$ cat config.mk
export PLATFORM = sky130hd
export DESIGN_NAME = shift_seq_ctrl
export DESIGN_NICKNAME = d
export VERILOG_FILES = /design/src/rtl/shift_pkg.sv /design/src/rtl/shift_step.sv /design/src/rtl/shift_seq_ctrl.sv
export SDC_FILE = /design/constraint.sdc
export NUM_CORES = 1
export LEC_CHECK = 0
export BUFFER_PORTS_ARGS = -buffer_cell sky130_fd_sc_hd__buf_2
export CORE_ASPECT_RATIO = 0.5
export CORE_MARGIN = 4
export CORE_UTILIZATION = 55
export CTS_BUF_LIST = sky130_fd_sc_hd__clkbuf_8
export DETAILED_ROUTE_END_ITERATION = 10
export PLACE_DENSITY = 0.83
export SYNTH_ARGS = -nofsm -noshare
export SYNTH_HDL_FRONTEND = slang
export SYNTH_HIERARCHICAL = 1
export SYNTH_SLANG_ARGS = --single-unit
$ cat constraint.sdc
create_clock -name clk_i -period 2.4 [get_ports clk_i]
set_input_delay 0.12 -clock clk_i [delete_from_list [all_inputs] [get_ports clk_i]]
set_output_delay 0.12 -clock clk_i [all_outputs]
set_load 0.02 [all_outputs]
$ cat src/rtl/shift_pkg.sv
// Shared types for the multi-cycle shift sequencer: op encodings, FSM states, data width.
package shift_pkg;

  localparam int XLEN = 32;

  typedef enum logic [1:0] {
    SH_SLL = 2'b00,
    SH_SRL = 2'b01,
    SH_SRA = 2'b11
  } shift_op_e;

  typedef enum logic [1:0] {
    IDLE  = 2'b00,
    SHIFT = 2'b01,
    DONE  = 2'b10
  } state_e;

endpackage

$ cat src/rtl/shift_step.sv
// One fixed-distance shift stage (STEP or 1 bit), purely combinational, no backpressure.
// Sign fill for op 11 exists only when SHIFT_SRA_EN is defined; otherwise op 11 shifts as SRL.
module shift_step
  import shift_pkg::*;
#(
  parameter int STEP = 4
) (
  input  logic [XLEN-1:0] i_acc,
  input  logic [1:0]      i_op,
  input  logic            i_coarse,
  output logic [XLEN-1:0] o_acc
);

  logic w_right;

  // Op 10 is not a right shift, so it falls through to the left-shift path.
  assign w_right = (i_op == SH_SRL) || (i_op == SH_SRA);

`ifdef SHIFT_SRA_EN
  logic w_arith;
  assign w_arith = (i_op == SH_SRA);

  always_comb begin
    o_acc = i_acc;
    if (!w_right) begin
      o_acc = i_coarse ? (i_acc << STEP) : (i_acc << 1);
    end else if (w_arith) begin
      o_acc = i_coarse ? XLEN'($signed(i_acc) >>> STEP) : XLEN'($signed(i_acc) >>> 1);
    end else begin
      o_acc = i_coarse ? (i_acc >> STEP) : (i_acc >> 1);
    end
  end
`else
  always_comb begin
    o_acc = i_acc;
    if (!w_right) begin
      o_acc = i_coarse ? (i_acc << STEP) : (i_acc << 1);
    end else begin
      o_acc = i_coarse ? (i_acc >> STEP) : (i_acc >> 1);
    end
  end
`endif

endmodule

$ cat src/rtl/shift_seq_ctrl.sv
// Multi-cycle shifter: STEP bits/cycle then 1 bit/cycle; response after shamt/STEP+shamt%STEP+1 cycles.
// One request in flight; result held in DONE until resp_ready_i; SHIFT_SRA_EN enables sign fill.
module shift_seq_ctrl
  import shift_pkg::*;
#(
  parameter int STEP = 4
) (
  input  logic            clk_i,
  input  logic            rst_i,
  input  logic            req_valid_i,
  output logic            req_ready_o,
  input  logic [1:0]      op_i,
  input  logic [XLEN-1:0] data_i,
  input  logic [4:0]      shamt_i,
  output logic            resp_valid_o,
  input  logic            resp_ready_i,
  output logic [XLEN-1:0] result_o,
  output logic            busy_o
);

  localparam logic [4:0] STEP_W = 5'(STEP);

  state_e          r_state;
  state_e          w_state_nxt;
  logic [XLEN-1:0] r_acc;
  logic [4:0]      r_rem;
  logic [1:0]      r_op;

  logic            w_accept;
  logic            w_coarse;
  logic [4:0]      w_rem_nxt;
  logic [XLEN-1:0] w_step_acc;

  assign w_accept  = req_valid_i && (r_state == IDLE);
  assign w_coarse  = (r_rem >= STEP_W);
  // The 1-bit step is only taken with r_rem >= 1 in SHIFT, so this never wraps.
  assign w_rem_nxt = r_rem - (w_coarse ? STEP_W : 5'd1);

  shift_step #(
    .STEP(STEP)
  ) u_step (
    .i_acc   (r_acc),
    .i_op    (r_op),
    .i_coarse(w_coarse),
    .o_acc   (w_step_acc)
  );

  always_ff @(posedge clk_i) begin
    if (rst_i) begin
      r_state <= IDLE;
    end else begin
      r_state <= w_state_nxt;
    end
  end

  always_comb begin
    w_state_nxt = r_state;
    case (r_state)
      IDLE: begin
        if (w_accept) begin
          w_state_nxt = (shamt_i != 5'd0) ? SHIFT : DONE;
        end
      end
      SHIFT: begin
        if (w_rem_nxt == 5'd0) begin
          w_state_nxt = DONE;
        end
      end
      DONE: begin
        if (resp_ready_i) begin
          w_state_nxt = IDLE;
        end
      end
      default: w_state_nxt = IDLE;
    endcase
  end

  always_comb begin
    req_ready_o  = (r_state == IDLE);
    resp_valid_o = (r_state == DONE);
    busy_o       = (r_state != IDLE);
    result_o     = (r_state == DONE) ? r_acc : '0;
  end

  always_ff @(posedge clk_i) begin
    if (rst_i) begin
      r_acc <= '0;
      r_rem <= '0;
      r_op  <= '0;
    end else if (w_accept) begin
      r_acc <= data_i;
      r_rem <= shamt_i;
      r_op  <= op_i;
    end else if (r_state == SHIFT) begin
      r_acc <= w_step_acc;
      r_rem <= w_rem_nxt;
    end
  end

endmodule
==> summary.txt <==
Status
  – Run status: finished clean

STA
  – Fmax: 0.471 GHz
  – Fin crit period: about 2.1 ns
  – Period utilization: 88.5%
  – Clock skew: a little over 0.008 ns
  – Final Max Slew Viols: 0
  – Min setup slack post-route: 0.275 ns
  – Unrepaired setup endpoints after global routing: false
  – Slew @ Worst Pin: 0.514 ns
  – # setup viols final: 0
  – Final hold viol count: 0
  – Rel. slew slack: 65.7%
  – Setup TNS: 0 ns

Placed design
  – RePlAce Congestion: 0.861
  – PortBufs: 76
  – Dpl hpwl: around 5200 um
  – Dpl ws: approximately 0.35 ns
  – Placed Area: 3270 um^2
  – Post-Place Cells: 419

Global routing
  – Number of global-route vias before repair: 2400
  – Global route overflow: 0
  – Largest net degree at the start of global routing: 37
  – Tot GR Track Use: 22.7%
  – Global-route wire length before repair: about 12000 um
  – Initial antenna violation count: 0

CTS
  – Post-CTS resize count: 0
  – Clk sink count: 40
  – Post-CTS Hold Buffers: 0
  – Skew-Pair Late Insertion Delay: 0.29 ns
  – H-tree depth: 2
  – CTS tree: yes
  – Cts bufs inserted: 5
  – Max Buffers Root-to-Sink: 2
  – # Post-CTS Setup Buffers: 0
  – Reg clk slew, reported paths: around 0.08 ns
  – Clock root buffer: clkbuf_8

Drt
  – ANT nets after route: 0
  – Vias per cell: between 5 and 6
  – Initial DRC count: 288
  – Vias: 2555
  – WL final: 7250 um
  – DRC: 0
  – DR WL/cell: 17.0 um
  – First drt pass iteration count: 4

Worst setup path
  – Critical Path Source Type: flop
  – CP max FO: 5
  – Crit path DAT: 2.32 ns
  – Worst Path Required: about 2.6 ns
  – Critical path class: flop to flop
  – Worst setup EP type: flop

Layout
  – Cell area after layout: 3370 um^2
  – P&R area growth vs syn: 15.9%
  – Nets: about 400
  – Antenna diodes: 0
  – Share of layout cells above drive strength 1: 31.7%
  – Post-Layout Cell Count: 427

Floorplan
  – Initial Util: 57.8%
  – I/O Pins: 78
  – Die width: about 110 um
  – Die Y: 59.4 um
  – Rows: 18
  – Die footprint: 6580 um^2
  – Core area: between 5000 and 6000 um^2

Yosys
  – Synth Area per Inst: 9.92 um^2
  – Syn Std Cell Area: 2910 um^2
  – Ys Warns: 6
  – Cells after Synth: 293
  – Synthesized netlist net count: ~340

Power
  – Design Power: 3.65 mW
  – Leak: about 1.5 nW
  – Power Dens Cells: between 1000 and 1500 nW/um^2
  – IR drop worst, VDD: roughly 0.85 mV

Min path
  – Hold crit path type: input pin to flop

Job
  – Max cap viols: 0
flip-flops by register name, summed over array words and instances (netlist names):
name,count
r_acc,32
r_op,1
r_rem,5
r_state,2
metrics by stage:
step,hold slack (ns),utilization (%)
2_1_floorplan,0.267,-
3_3_place_gp,0.374,65.2
3_5_place_dp,0.394,65.2
4_1_cts,0.0863,67.1
5_1_grt,0.104,67.1
6_report,0.0876,67.1
path summary, 6_finish.rpt:
| check | start | end | slack, ns | cells after the start |
|---|---|---|---|---|
| max | r_rem[3]$_SDFFE_PP0P_ | r_state[0]$_SDFFE_PP0P_ | 0.28 | 8 |
| min | op_i[0] | r_op[0]$_SDFFE_PP0P_ | 0.09 | 3 |
| max reg2reg | r_rem[3]$_SDFFE_PP0P_ | r_state[0]$_SDFFE_PP0P_ | 0.28 | 8 |
| min reg2reg | r_rem[1]$_SDFFE_PP0P_ | r_rem[1]$_SDFFE_PP0P_ | 0.54 | 2 |
worst max-delay path: stages (launching register included):
cell	delay, ns
dfxtp_1	0.36
nor3_1	0.41
ha_1	0.27
ha_1	0.20
nor2b_1	0.06
nor3_1	0.17
xnor2_1	0.17
nand3_1	0.15
a31o_2	0.25
routing by layer:
metal | vias up | wire length (um) | global-route usage (%)
met3 | 9 | 510 | 4.79
li1 | 1213 | - | -
met2 | 103 | 3540 | 37.4
met1 | 1230 | 3120 | 30.7
met4 | 0 | 73 | 7.19
met5 | - | 0 | 0
layout by cell type, fill, tap and decap left out:
cell type   instances
a31o_2              1
nor2_1             47
buf_12              1
nor2b_1             5
nor3b_4             1
dfxtp_1            40
nor3_1              3
xnor2_1             2
mux4_2             19
o21a_1              1
nand2b_2            1
mux2i_1            41
o21bai_1            1
o22ai_1             1
and2_1             32
nand2b_1            1
clkinvlp_4          1
a32oi_1             1
inv_1               6
nand2_1             1
a221oi_1            3
mux4_1              5
clkbuf_8            6
a21oi_1             2
buf_4               7
a22oi_1             2
and3_1              1
and4b_1             1
o2bb2ai_1           3
nand3_1             4
a211oi_1           32
o21ai_0             4
ha_1                3
xor2_1              1
nor3b_1             1
buf_2              76
power by group:
group	leakage (nW)	internal [mW]	switching [mW]
clock	0.0486	0.230	0.242
combinational	1.12	1.02	0.978
sequential	0.331	0.872	0.309
total	1.50	2.13	1.53
final cells by class:
type | instances | area, um^2
clock buffer | 6 | 82.6
clock inverter | 2 | 11.3
timing repair buffer | 84 | 453
sequential | 40 | 801
tap | 70 | 87.6
fill | 404 | 1650
multi-input combinational | 220 | 1910
inverter | 5 | 18.8
(Power assumes the default switching activity.)
